**src/rtl/ones_count_sequencer.sv**
```systemverilog
// Feeds data words from a small FIFO into the shift-and-count ones counter one job
// at a time and returns {word, count} on a valid/ready result stream.
module ones_count_sequencer #(
    parameter int r1_size    = 8,
    parameter int r2_size    = 4,
    parameter int fifo_depth = 4
) (
    input  logic               clk,
    input  logic               rst,
    input  logic               in_valid,
    output logic               in_ready,
    input  logic [r1_size-1:0] in_data,
    output logic               cnt_rstb,
    output logic               cnt_start,
    output logic [r1_size-1:0] cnt_data,
    input  logic               cnt_rdy,
    input  logic [r2_size-1:0] cnt_count,
    output logic               out_valid,
    input  logic               out_ready,
    output logic [r1_size-1:0] out_data,
    output logic [r2_size-1:0] out_count,
    output logic               busy
);

    localparam int AW = $clog2(fifo_depth);
    localparam logic [AW:0]   LEVEL_FULL = (AW+1)'(fifo_depth);
    localparam logic [AW:0]   LEVEL_ONE  = (AW+1)'(1);
    localparam logic [AW-1:0] PTR_ONE    = AW'(1);

    typedef enum logic [2:0] {
        ST_IDLE   = 3'd0,
        ST_LAUNCH = 3'd1,
        ST_BUSY0  = 3'd2,
        ST_BUSY   = 3'd3,
        ST_HOLD   = 3'd4
    } state_t;

    state_t              state_q, state_d;
    logic [r1_size-1:0]  fifo_q [fifo_depth];
    logic [AW-1:0]       wr_ptr_q, rd_ptr_q;
    logic [AW:0]         level_q;
    logic                cnt_start_q, cnt_start_d;
    logic [r1_size-1:0]  cnt_data_q, cnt_data_d;
    logic                out_valid_q, out_valid_d;
    logic [r1_size-1:0]  out_data_q, out_data_d;
    logic [r2_size-1:0]  out_count_q, out_count_d;
    logic                full, empty, push, pop, slot_free, capture;

    assign full      = (level_q == LEVEL_FULL);
    assign empty     = (level_q == {(AW+1){1'b0}});
    assign push      = in_valid & ~full;
    assign pop       = (state_q == ST_IDLE) & ~empty & cnt_rdy;
    assign slot_free = ~out_valid_q | out_ready;

    // FIFO storage is pure datapath; validity is tracked by level_q
    always_ff @(posedge clk) begin
        if (push) begin
            fifo_q[wr_ptr_q] <= in_data;
        end
    end

    // FIFO pointers and fill level
    always_ff @(posedge clk or posedge rst) begin
        if (rst) begin
            wr_ptr_q <= {AW{1'b0}};
            rd_ptr_q <= {AW{1'b0}};
            level_q  <= {(AW+1){1'b0}};
        end else begin
            if (push) begin
                wr_ptr_q <= wr_ptr_q + PTR_ONE;
            end
            if (pop) begin
                rd_ptr_q <= rd_ptr_q + PTR_ONE;
            end
            case ({push, pop})
                2'b10:   level_q <= level_q + LEVEL_ONE;
                2'b01:   level_q <= level_q - LEVEL_ONE;
                default: level_q <= level_q;
            endcase
        end
    end

    // Next-state and registered-output logic of the job sequencer
    always_comb begin
        state_d     = state_q;
        cnt_data_d  = cnt_data_q;
        out_valid_d = out_valid_q & ~out_ready;
        out_data_d  = out_data_q;
        out_count_d = out_count_q;
        capture     = 1'b0;
        case (state_q)
            ST_IDLE: begin
                if (pop) begin
                    state_d    = ST_LAUNCH;
                    cnt_data_d = fifo_q[rd_ptr_q];
                end else begin
                    state_d = ST_IDLE;
                end
            end
            ST_LAUNCH: state_d = ST_BUSY0;
            // The counter drops rdy at the edge that closes LAUNCH, so rdy is stale here
            ST_BUSY0:  state_d = ST_BUSY;
            ST_BUSY: begin
                if (cnt_rdy) begin
                    if (slot_free) begin
                        capture = 1'b1;
                        state_d = ST_IDLE;
                    end else begin
                        state_d = ST_HOLD;
                    end
                end else begin
                    state_d = ST_BUSY;
                end
            end
            ST_HOLD: begin
                if (slot_free) begin
                    capture = 1'b1;
                    state_d = ST_IDLE;
                end else begin
                    state_d = ST_HOLD;
                end
            end
            default: state_d = ST_IDLE;
        endcase
        if (capture) begin
            out_valid_d = 1'b1;
            out_data_d  = cnt_data_q;
            out_count_d = cnt_count;
        end else begin
            out_data_d  = out_data_q;
            out_count_d = out_count_q;
        end
        cnt_start_d = (state_d == ST_LAUNCH);
    end

    // State and output registers
    always_ff @(posedge clk or posedge rst) begin
        if (rst) begin
            state_q     <= ST_IDLE;
            cnt_start_q <= 1'b0;
            cnt_data_q  <= {r1_size{1'b0}};
            out_valid_q <= 1'b0;
            out_data_q  <= {r1_size{1'b0}};
            out_count_q <= {r2_size{1'b0}};
        end else begin
            state_q     <= state_d;
            cnt_start_q <= cnt_start_d;
            cnt_data_q  <= cnt_data_d;
            out_valid_q <= out_valid_d;
            out_data_q  <= out_data_d;
            out_count_q <= out_count_d;
        end
    end

    assign cnt_rstb  = ~rst;
    assign in_ready  = ~full;
    assign cnt_start = cnt_start_q;
    assign cnt_data  = cnt_data_q;
    assign out_valid = out_valid_q;
    assign out_data  = out_data_q;
    assign out_count = out_count_q;
    assign busy      = (state_q != ST_IDLE) | ~empty;

endmodule

```
**config.mk**
```make
export PLATFORM = sky130hd
export DESIGN_NAME = ones_count_sequencer
export DESIGN_NICKNAME = d
export VERILOG_FILES = /design/src/rtl/ones_count_sequencer.sv
export SDC_FILE = /design/constraint.sdc
export NUM_CORES = 1
export LEC_CHECK = 0
export BUFFER_PORTS_ARGS = -buffer_cell sky130_fd_sc_hd__buf_2
export CAP_MARGIN = 20
export CORE_MARGIN = 3
export CORE_UTILIZATION = 45
export DETAILED_ROUTE_END_ITERATION = 7
export PLACE_DENSITY = 0.66
export SLEW_MARGIN = 20
export SYNTH_ARGS = -nofsm -noshare
export SYNTH_HDL_FRONTEND = slang
export SYNTH_SLANG_ARGS = --single-unit
```
**constraint.sdc**
```tcl
create_clock -name clk -period 3.3 [get_ports clk]
set_input_delay 0.495 -clock clk [delete_from_list [all_inputs] [get_ports clk]]
set_output_delay 0.495 -clock clk [all_outputs]
set_load 0.01 [all_outputs]
```
==> impl_metrics.env, run 1 <==
export IMPL_clock_latency_ns=0.33
export IMPL_cts_hold_buf=0
export IMPL_setup_violations=0
export IMPL_drv_slew=0
export IMPL_synth_top_cells_by_count="32 x dfrtp_1, 32 x edfxtp_1, 13 x mux2_2"
export IMPL_cts_tree="built"
export IMPL_crit_family="simple AND/OR/NAND/NOR gates"
export IMPL_p_total_w=0.00280
export IMPL_drt_iter0_drc=75
export IMPL_synth_top_area_share_pct=37.4
export IMPL_fp_row_count=26
export IMPL_min_path_type="input port to async pin"
export IMPL_grt_start_max_net_pins=34
export IMPL_start_util_pct=48.4
export IMPL_synth_cell_types=33
export IMPL_ir_drop_mv=0.375
export IMPL_numCtsBuffers=9
export IMPL_num_vias=1325
export IMPL_synth_edff_count=32
export IMPL_place_port_buffers=41
export IMPL_max_cap_viol_count=0
export IMPL_power_density_nw_per_um2=923
export IMPL_cts_repair_resized=0
export IMPL_p_leak_nw=1.29
export IMPL_clk_pin_slew_ns=0.07
export IMPL_synth_yosys_seq_area_share_pct=68.6
export IMPL_via_per_inst=4.98
export IMPL_rsz0062_at_grt="false"
export IMPL_maxSlewHeadroom_pct=59.8
export IMPL_ant_nets=0
export IMPL_die_x_um=81.5
export IMPL_hold_viol=0
export IMPL_wl_mm=4.24
export IMPL_grt_use_total_pct=14.6
export IMPL_critPathKind="flip-flop to flip-flop"
export IMPL_final_core_util_pct=57.2
export IMPL_path_max_fanout=10
export IMPL_grt_pass1_wl_mm=6.84
export IMPL_clock_sinks=64
export IMPL_cp_arrival_ns=2.81
export IMPL_die_h_um=81.5
export IMPL_fmax_mhz=390
export IMPL_hold_ws_ns=0.259
export IMPL_htreeDepth=3
export IMPL_clockRootBuffer="clkbuf_8"
export IMPL_syn_instance_count=141
export IMPL_ioPinCount=42
export IMPL_yosysTopAreaCell="edfxtp_1"
export IMPL_crit_top_cell="xor2_1"
export IMPL_num_antenna_cells=0
export IMPL_async_flop_share_pct=50.0
export IMPL_synth_flop_cell="edfxtp_1"
export IMPL_drc_errors=0
export IMPL_detail_route_wl_per_cell_um=15.9
export IMPL_synth_area_sq_um=2570
export IMPL_area_delta_synth_final_pct=18.2
export IMPL_crit_path_top_delay_cell="and3_1"
export IMPL_cp_cell_sequence="nor3_1, and3_1, ha_1, inv_1, fa_1, xor2_1, nor2_1, xor2_1"
export IMPL_synth_seq_cells=64
export IMPL_cts_path_max_buffers=2
export IMPL_grt_pass1_vias=1323
export IMPL_drive_gt1_share_pct=45.9
export IMPL_finClkSkew_ns=0.00440
export IMPL_tns_ns=0
export IMPL_antenna_found_initial=0
export IMPL_syn_nets=164
export IMPL_cp_required_ns=3.55
export IMPL_postCtsSetupRepairBufs=0
export IMPL_slowest_delay_ns=0.59
export IMPL_die_area_sq_um=6640
export IMPL_fin_cells=266
export IMPL_yosysWarnings=0
export IMPL_synth_area_top_cells="edfxtp_1 37%, dfrtp_1 31%, mux4_2 7.0%, mux2_2 5.7%, mux2_4 4.7%"
export IMPL_finalCritPeriodShare_pct=77.6
export IMPL_drt_pass1_iter_count=4
export IMPL_dp_cells=250
export IMPL_timing_final_crit_period_ns=2.56
export IMPL_setup_worst_path_start_class="flip-flop"
export IMPL_gr_total_overflow=0
export IMPL_worst_path_buf_inv=1
export IMPL_core_area_sq_um=5300
export IMPL_worstMarginPinSlew_ns=0.603
export IMPL_cp_end_kind="flip-flop"
export IMPL_dp_hpwl_mm=3.04
export IMPL_status="finished, final reports clean"
export IMPL_post_synth_cell_area_avg_sq_um=18.2
export IMPL_layout_nets=214
export IMPL_routabilityCongestion=0.718
==> registers in the layout, indices dropped and copies added (netlist names) <==
| register | cells |
|---|---|
| rd_ptr_q | 2 |
| out_data | 8 |
| state_q | 3 |
| fifo_q | 32 |
| level_q | 3 |
| out_count | 4 |
| wr_ptr_q | 2 |
| out_valid | 1 |
| cnt_start | 1 |
| cnt_data | 8 |
==> placed cells by master, fill, tap and decap left out, types with 2 or more instances in the layout <==
| cell | netlist | final |
|---|---|---|
| and3_1 | 5 | 5 |
| buf_2 | 1 | 41 |
| buf_4 | 1 | 2 |
| clkbuf_8 | 0 | 9 |
| clkinv_1 | 0 | 2 |
| clkinv_2 | 0 | 2 |
| clkinvlp_4 | 0 | 2 |
| dfrtp_1 | 32 | 32 |
| edfxtp_1 | 32 | 32 |
| ha_1 | 5 | 5 |
| inv_1 | 7 | 7 |
| mux2_2 | 13 | 13 |
| mux2_4 | 8 | 8 |
| mux4_2 | 8 | 8 |
| nor2_1 | 3 | 3 |
| xnor2_1 | 2 | 2 |
| xor2_1 | 4 | 4 |
==> report_power, final <==
part / switching, W / internal [W] / leakage [nW] / total [W]
clock: 0.000283 / 0.000340 / 0.0901 / 0.000623
combinational: 0.000375 / 0.000476 / 0.519 / 0.000851
sequential: 0.000202 / 0.00112 / 0.678 / 0.00132
total: 0.000860 / 0.00194 / 1.29 / 0.00280
==> metal layers <==
layer / routed length (um) / global-route usage (%) / part of all wire (%)
met3: 266 / 4.71 / 6.3
met1: 1840 / 18.4 / 43
met2: 2070 / 23.1 / 49
met4: 55 / 6.08 / 1.3
met5: 0 / 0 / 0
==> path summary, 6_finish.rpt <==
path	from	endpoint	slack (ns)	depth (start not counted)
max	state_q[2]$_DFF_PP0_	level_q[2]$_DFFE_PP0P_	0.74	8
min	rst	out_valid$_DFF_PP0_	0.26	3
max reg2reg	state_q[2]$_DFF_PP0_	level_q[2]$_DFFE_PP0P_	0.74	8
min reg2reg	out_data[2]$_DFFE_PP0P_	out_data[2]$_DFFE_PP0P_	0.50	1
max in group asynchronous	rst	cnt_data[4]$_DFFE_PP0P_	2.75	3
min in group clk	in_data[0]	fifo_q[0][0]$_DFFE_PP_	0.38	1
==> cell families (layout without fill, tap and decap cells) <==
family	count (synthesis)	after routing	synth area share, %
flops	64	64	68.6
compound gates	5	5	1.22
mux	30	30	17.8
fa+ha+maj	6	6	3.22
simple gates	19	19	4.97
xor+xnor	6	6	2.05
buf+inv	11	66	2.10
==> layout make-up <==
type                            instances  area (sq um)
Fill cell                             415          2270
Clock buffer                            9           124
Multi-Input combinational cell         66           751
Sequential cell                        64          1760
Tap cell                               70          87.6
Inverter                                7          26.3
Timing Repair Buffer                   43           220
Clock inverter                          7          62.6
==> tightest hold or removal path, cell delays in order <==
cell and delay, ns:
buf_2 0.09, inv_1 0.05, buf_4 0.37
==> through the flow <==
stage	setup WS (ns)	instance area (sq um)
detailed placement	0.746	2850
global route	0.569	3030
CTS	0.718	3030
finish	0.739	3030
floorplan	1.13	2570
global placement	0.897	2850
Note: power is estimated with default switching activity, not from simulation.
==> run 2, diff against run 1 <==
PLACE_DENSITY = 0.68   (was 0.66)
clock period = 2.1 ns   (was 3.3 ns; I/O delays follow)
==> run 2 against run 1 <==
Against the previous run:
- the run now ends with setup timing left
- register-to-register slack worse by 0.68 ns
- wire length is 4.4% higher
- clock skew hardly changed
- clock power is 55% higher
- sequential power is 56% higher
- setup slack worse by 0.74 ns
- total power is 64% higher
- global-route usage is 0.57 points higher
- largest power group unchanged
- non-clock buffer count is 11 higher
==> impl_metrics.env, run 2 (synthesis results as in run 1) <==
export IMPL_drt_pass1_iter_count=4
export IMPL_area_delta_synth_final_pct=23.0
export IMPL_htreeDepth=3
export IMPL_cp_arrival_ns=1.79
export IMPL_num_vias=1404
export IMPL_grt_use_total_pct=15.1
export IMPL_worstReg2RegEnd="level_q[2]$_DFFE_PP0P_"
export IMPL_cp_end_kind="output port"
export IMPL_crit_cells=4
export IMPL_dp_cells=256
export IMPL_rrSetupSlack_ns=0.06
export IMPL_drv_slew=0
export IMPL_dpl_cell_area_sq_um=2900
export IMPL_clock_latency_ns=0.33
export IMPL_crit_end="busy"
export IMPL_combPwrFrac_pct=34.0
export IMPL_drc_errors=0
export IMPL_die_h_um=81.5
export IMPL_drive_gt1_share_pct=52.2
export IMPL_clock_sinks=64
export IMPL_crit_start="level_q[1]$_DFFE_PP0P_"
export IMPL_path_max_fanout=3
export IMPL_slowest_delay_ns=0.42
export IMPL_gr_total_overflow=0
export IMPL_p_leak_nw=1.35
export IMPL_finClkSkew_ns=0.00489
export IMPL_ant_nets=0
export IMPL_power_density_nw_per_um2=1450
export IMPL_cts_path_max_buffers=2
export IMPL_layout_nets=225
export IMPL_setup_ws_ns=-0.00382
export IMPL_finalCritPeriodShare_pct=100
export IMPL_cts_hold_buf=0
export IMPL_min_path_type="input port to async pin"
export IMPL_crit_path_top_delay_cell="or4_4"
export IMPL_seqPwrFrac_pct=44.9
export IMPL_die_x_um=81.5
export IMPL_setup_violations=1
export IMPL_violations="setup timing"
export IMPL_largest_register_ffs=32
export IMPL_numCtsBuffers=9
export IMPL_p_clk_share_pct=21.1
export IMPL_grt_start_max_net_pins=33
export IMPL_final_cell_mix="40 x buf_2, 32 x dfrtp_1, 32 x edfxtp_1"
export IMPL_worst_path_buf_inv=2
export IMPL_p_total_w=0.00458
export IMPL_grt_pass1_wl_mm=7.19
export IMPL_antenna_found_initial=0
export IMPL_timing_final_crit_period_ns=2.10
export IMPL_rsz0062_at_grt="true"
export IMPL_cp_cell_sequence="buf_4, or3_4, or4_4, buf_6"
export IMPL_fin_cells=277
export IMPL_maxSlewHeadroom_pct=65.0
export IMPL_cts_tree="built"
export IMPL_r2r_start="level_q[1]$_DFFE_PP0P_"
export IMPL_clk_pin_slew_ns=0.06
export IMPL_ir_drop_mv=0.607
export IMPL_dp_hpwl_mm=3.11
export IMPL_routabilityCongestion=0.734
export IMPL_worstMarginPinSlew_ns=0.525
export IMPL_clockRootBuffer="clkbuf_8"
export IMPL_start_util_pct=48.4
export IMPL_crit_family="simple AND/OR/NAND/NOR gates"
export IMPL_hold_ws_ns=0.0828
export IMPL_top_register="fifo_q"
export IMPL_detail_route_wl_per_cell_um=16.0
export IMPL_critPathKind="flip-flop to output port"
export IMPL_grt_pass1_vias=1491
export IMPL_ioPinCount=42
export IMPL_fmax_mhz=475
export IMPL_r2r_cells=9
export IMPL_num_antenna_cells=0
export IMPL_die_area_sq_um=6640
export IMPL_drt_iter0_drc=66
export IMPL_via_per_inst=5.07
export IMPL_finalInstanceArea_sq_um=3160
export IMPL_status="finished with violations"
export IMPL_setup_worst_path_start_class="flip-flop"
export IMPL_mostFrequentLayoutCell="buf_2"
export IMPL_max_cap_viol_count=0
export IMPL_nFillCells=390
export IMPL_cp_required_ns=1.78
export IMPL_p_int_w=0.00320
export IMPL_place_port_buffers=41
export IMPL_core_area_sq_um=5300
export IMPL_p_sw_share_pct=30.2
export IMPL_fp_row_count=26
export IMPL_wl_mm=4.42
export IMPL_switchingPower_w=0.00138
export IMPL_hold_viol=0
[run 2: cell count changes in the layout (fill, tap and decap cells not counted), sizes merged]
cell      delta
buf         +11
clkinvlp     -2
clkinv       -1
clkbuf       +3
[run 2: worst min path at each step]
stage | depth (start not counted) | to | slack [ns] | start
floorplan | 1 | state_q[0]$_DFF_PP0_ | 0.41 | cnt_rdy
global placement | 3 | out_valid$_DFF_PP0_ | 0.42 | rst
detailed placement | 3 | out_valid$_DFF_PP0_ | 0.44 | rst
CTS | 3 | out_count[3]$_DFFE_PP0P_ | 0.08 | rst
global route | 3 | out_count[2]$_DFFE_PP0P_ | 0.11 | rst
finish | 3 | out_valid$_DFF_PP0_ | 0.08 | rst
[run 2: worst register-to-register path, delay by kind of cell (launching register included)]
family | cells | cell delay (ns)
AND/OR/NAND/NOR | 3 | 0.67
buffers and inverters | 2 | 0.19
XOR/XNOR | 2 | 0.34
adder cells (fa/ha/maj) | 2 | 0.36
flip-flops | 1 | 0.38
[run 2: metal layers]
metal	vias to the layer above	global-route usage, %	wire (um)
met5	-	0	0
met2	48	24.0	2170
met3	9	4.39	267
met1	702	19.0	1910
met4	0	7.43	76
li1	645	-	-
[run 2: layout make-up]
class                   instances  area (sq um)  share of cell area [%]
clock buffers                  12           135                    4.28
clock inverters                 4          45.0                    1.43
inverters                       7          26.3                   0.833
multi-input cells              66           783                    24.8
flip-flops and latches         64          1760                    55.8
well taps                      70          87.6                    2.78
repair buffers                 54           317                    10.0
[run 2: through the flow]
step / setup WS [ns] / TNS (ns) / utilization (%)
floorplan: 0.00850 / 0 / -
global placement: 0.0651 / 0 / 54.6
detailed placement: -0.0113 / -0.0113 / 54.6
CTS: -0.00857 / -0.00857 / 59.4
global route: -0.0463 / -0.0463 / 59.5
finish: -0.00382 / -0.00382 / 59.5
[run 2: power by group through the flow]
stage               clock network, W  registers, W  logic (W)
floorplan                          0       0.00207   0.000936
global placement                   0       0.00205    0.00141
detailed placement                 0       0.00208    0.00148
CTS                          0.00100       0.00207    0.00157
global route                 0.00105       0.00212    0.00170
finish                      0.000965       0.00206    0.00155
[run 2: timing repair]
action / CTS / global route
pin swaps: 7 / 3
gates resized for setup: 10 / 1
endpoints found under the setup margin: 2 / 2
hold endpoints to repair: 0 / 0
buffers inserted: 5 / 0
==> run 3, diff against run 2 <==
PLACE_DENSITY = 0.72   (was 0.68)
SKIP_LAST_GASP = 1   (was default)
==> run 3 against run 2 <==
Against the previous run:
- die area unchanged
- count of clock-buffer cells in the layout increased by 3
- non-clock buffer count decreased by 1
- total power decreased by 1.7%
- highest routed layer unchanged
- design area decreased by 0.75%
- cell count decreased by 0.36%
- flip-flop and latch count unchanged
- wire length increased by 8.4%
- critical path depth unchanged
- critical path type unchanged
- combinational power increased by 3%
- sequential power about the same
- the flow still finishes with violations (setup timing)
==> impl_metrics.env, run 3 (synthesis results as in run 1) <==
export IMPL_clk_pin_slew_ns=0.06
export IMPL_die_h_um=81.5
export IMPL_grt_pass1_vias=1473
export IMPL_setup_ws_ns=-0.0140
export IMPL_die_area_sq_um=6640
export IMPL_cts_tree="built"
export IMPL_worstReg2RegEnd="level_q[2]$_DFFE_PP0P_"
export IMPL_r2r_cells=9
export IMPL_via_per_inst=5.17
export IMPL_violations="setup timing"
export IMPL_rrSetupSlack_ns=0
export IMPL_maxSlewHeadroom_pct=69.7
export IMPL_ant_nets=0
export IMPL_slowest_delay_ns=0.42
export IMPL_critPathKind="flip-flop to output port"
export IMPL_grt_use_total_pct=15.6
export IMPL_path_max_fanout=5
export IMPL_drt_iter0_drc=53
export IMPL_timing_final_crit_period_ns=2.11
export IMPL_fmax_mhz=473
export IMPL_layout_nets=224
export IMPL_detail_route_wl_per_cell_um=17.4
export IMPL_dp_hpwl_mm=3.32
export IMPL_p_leak_nw=1.34
export IMPL_start_util_pct=48.4
export IMPL_numCtsBuffers=9
export IMPL_hold_viol=0
export IMPL_largest_register_ffs=32
export IMPL_clockRootBuffer="clkbuf_8"
export IMPL_drv_slew=0
export IMPL_r2r_start="level_q[1]$_DFFE_PP0P_"
export IMPL_ir_drop_mv=0.624
export IMPL_worstMarginPinSlew_ns=0.455
export IMPL_drive_gt1_share_pct=51.0
export IMPL_power_density_nw_per_um2=1440
export IMPL_tns_ns=-0.0140
export IMPL_mostFrequentLayoutCell="buf_2"
export IMPL_min_path_type="input port to async pin"
export IMPL_cp_required_ns=1.78
export IMPL_grt_start_max_net_pins=33
export IMPL_setup_worst_path_start_class="flip-flop"
export IMPL_cts_hold_buf=0
export IMPL_top_register="fifo_q"
export IMPL_cp_cell_sequence="buf_4, or3_4, or4_4, buf_6"
export IMPL_finalCritPeriodShare_pct=101
export IMPL_routabilityCongestion=0.790
export IMPL_finClkSkew_ns=0.00848
export IMPL_dp_slack_ns=-0.0924
export IMPL_drc_errors=0
export IMPL_crit_path_top_delay_cell="or4_4"
export IMPL_final_cell_mix="40 x buf_2, 32 x dfrtp_1, 32 x edfxtp_1"
export IMPL_antenna_found_initial=0
export IMPL_area_delta_synth_final_pct=22.0
export IMPL_num_antenna_cells=0
export IMPL_setup_violations=1
export IMPL_drt_pass1_iter_count=4
export IMPL_status="finished with violations"
export IMPL_cts_path_max_buffers=2
export IMPL_max_cap_viol_count=0
export IMPL_die_x_um=81.5
export IMPL_fp_row_count=26
export IMPL_place_port_buffers=41
export IMPL_rsz0062_at_grt="true"
export IMPL_gr_total_overflow=0
export IMPL_clock_sinks=64
export IMPL_cp_end_kind="output port"
export IMPL_htreeDepth=3
export IMPL_ioPinCount=42
export IMPL_core_area_sq_um=5300
export IMPL_grt_pass1_wl_mm=7.45
export IMPL_num_vias=1428
export IMPL_cp_arrival_ns=1.80
export IMPL_wl_mm=4.80
export IMPL_clock_latency_ns=0.32
[run 3: layer usage]
layer / vias to the layer above / wire length, um / GRT usage (%)
met5: - / 0 / 0
met3: 13 / 242 / 4.39
met2: 45 / 2470 / 26.1
met1: 725 / 2010 / 18.9
met4: 0 / 80 / 6.76
li1: 645 / - / -
[run 3: worst max-delay path: cells and delay by family, from the launching register on]
kind,cells,cell delay [ns]
simple gates,2,0.81
flops,1,0.39
buf+inv,2,0.27
[run 3: worst max-delay path by stage]
stage | start | to | slack (ns) | depth (start not counted)
6_report | level_q[1]$_DFFE_PP0P_ | busy | -0.01 | 4
5_1_grt | level_q[1]$_DFFE_PP0P_ | busy | -0.06 | 4
4_1_cts | level_q[2]$_DFFE_PP0P_ | busy | -0.02 | 4
3_5_place_dp | level_q[0]$_DFFE_PP0P_ | level_q[2]$_DFFE_PP0P_ | -0.09 | 9
3_3_place_gp | level_q[0]$_DFFE_PP0P_ | level_q[2]$_DFFE_PP0P_ | 0.06 | 9
2_1_floorplan | level_q[0]$_DFFE_PP0P_ | level_q[2]$_DFFE_PP0P_ | 0.009 | 9
[run 3: final cells by class]
cell class | instances | area [sq um]
fillers | 405 | 2170
flip-flops and latches | 64 | 1760
repair buffers | 53 | 309
clock inverters | 1 | 5.00
multi-input cells | 66 | 783
inverters | 7 | 28.8
clock buffers | 15 | 156
well taps | 70 | 87.6
[run 3: through the flow]
stage | instance area [sq um] | hold slack (ns) | power, W | utilization, % | std cells
final | 3130 | 0.147 | 0.00450 | 59.1 | 276
after CTS | 3120 | 0.153 | 0.00452 | 58.8 | 276
after global placement | 2900 | 0.482 | 0.00345 | 54.8 | 257
after global routing | 3130 | 0.191 | 0.00476 | 59.1 | 276
after floorplan | 2570 | 0.406 | 0.00301 | - | 141
after detailed placement | 2900 | 0.487 | 0.00358 | 54.8 | 257
[run 3: report_power, final]
part           internal, W  switching (W)
logic             0.000872       0.000720
registers          0.00176       0.000262
clock network     0.000462       0.000417
[run 3: timing repair]
item / 4_1_cts / 5_1_grt
pin swaps: 7 / 5
setup buffers: 3 / 0
setup endpoints to repair: 2 / 2
gates resized for setup: 8 / 4
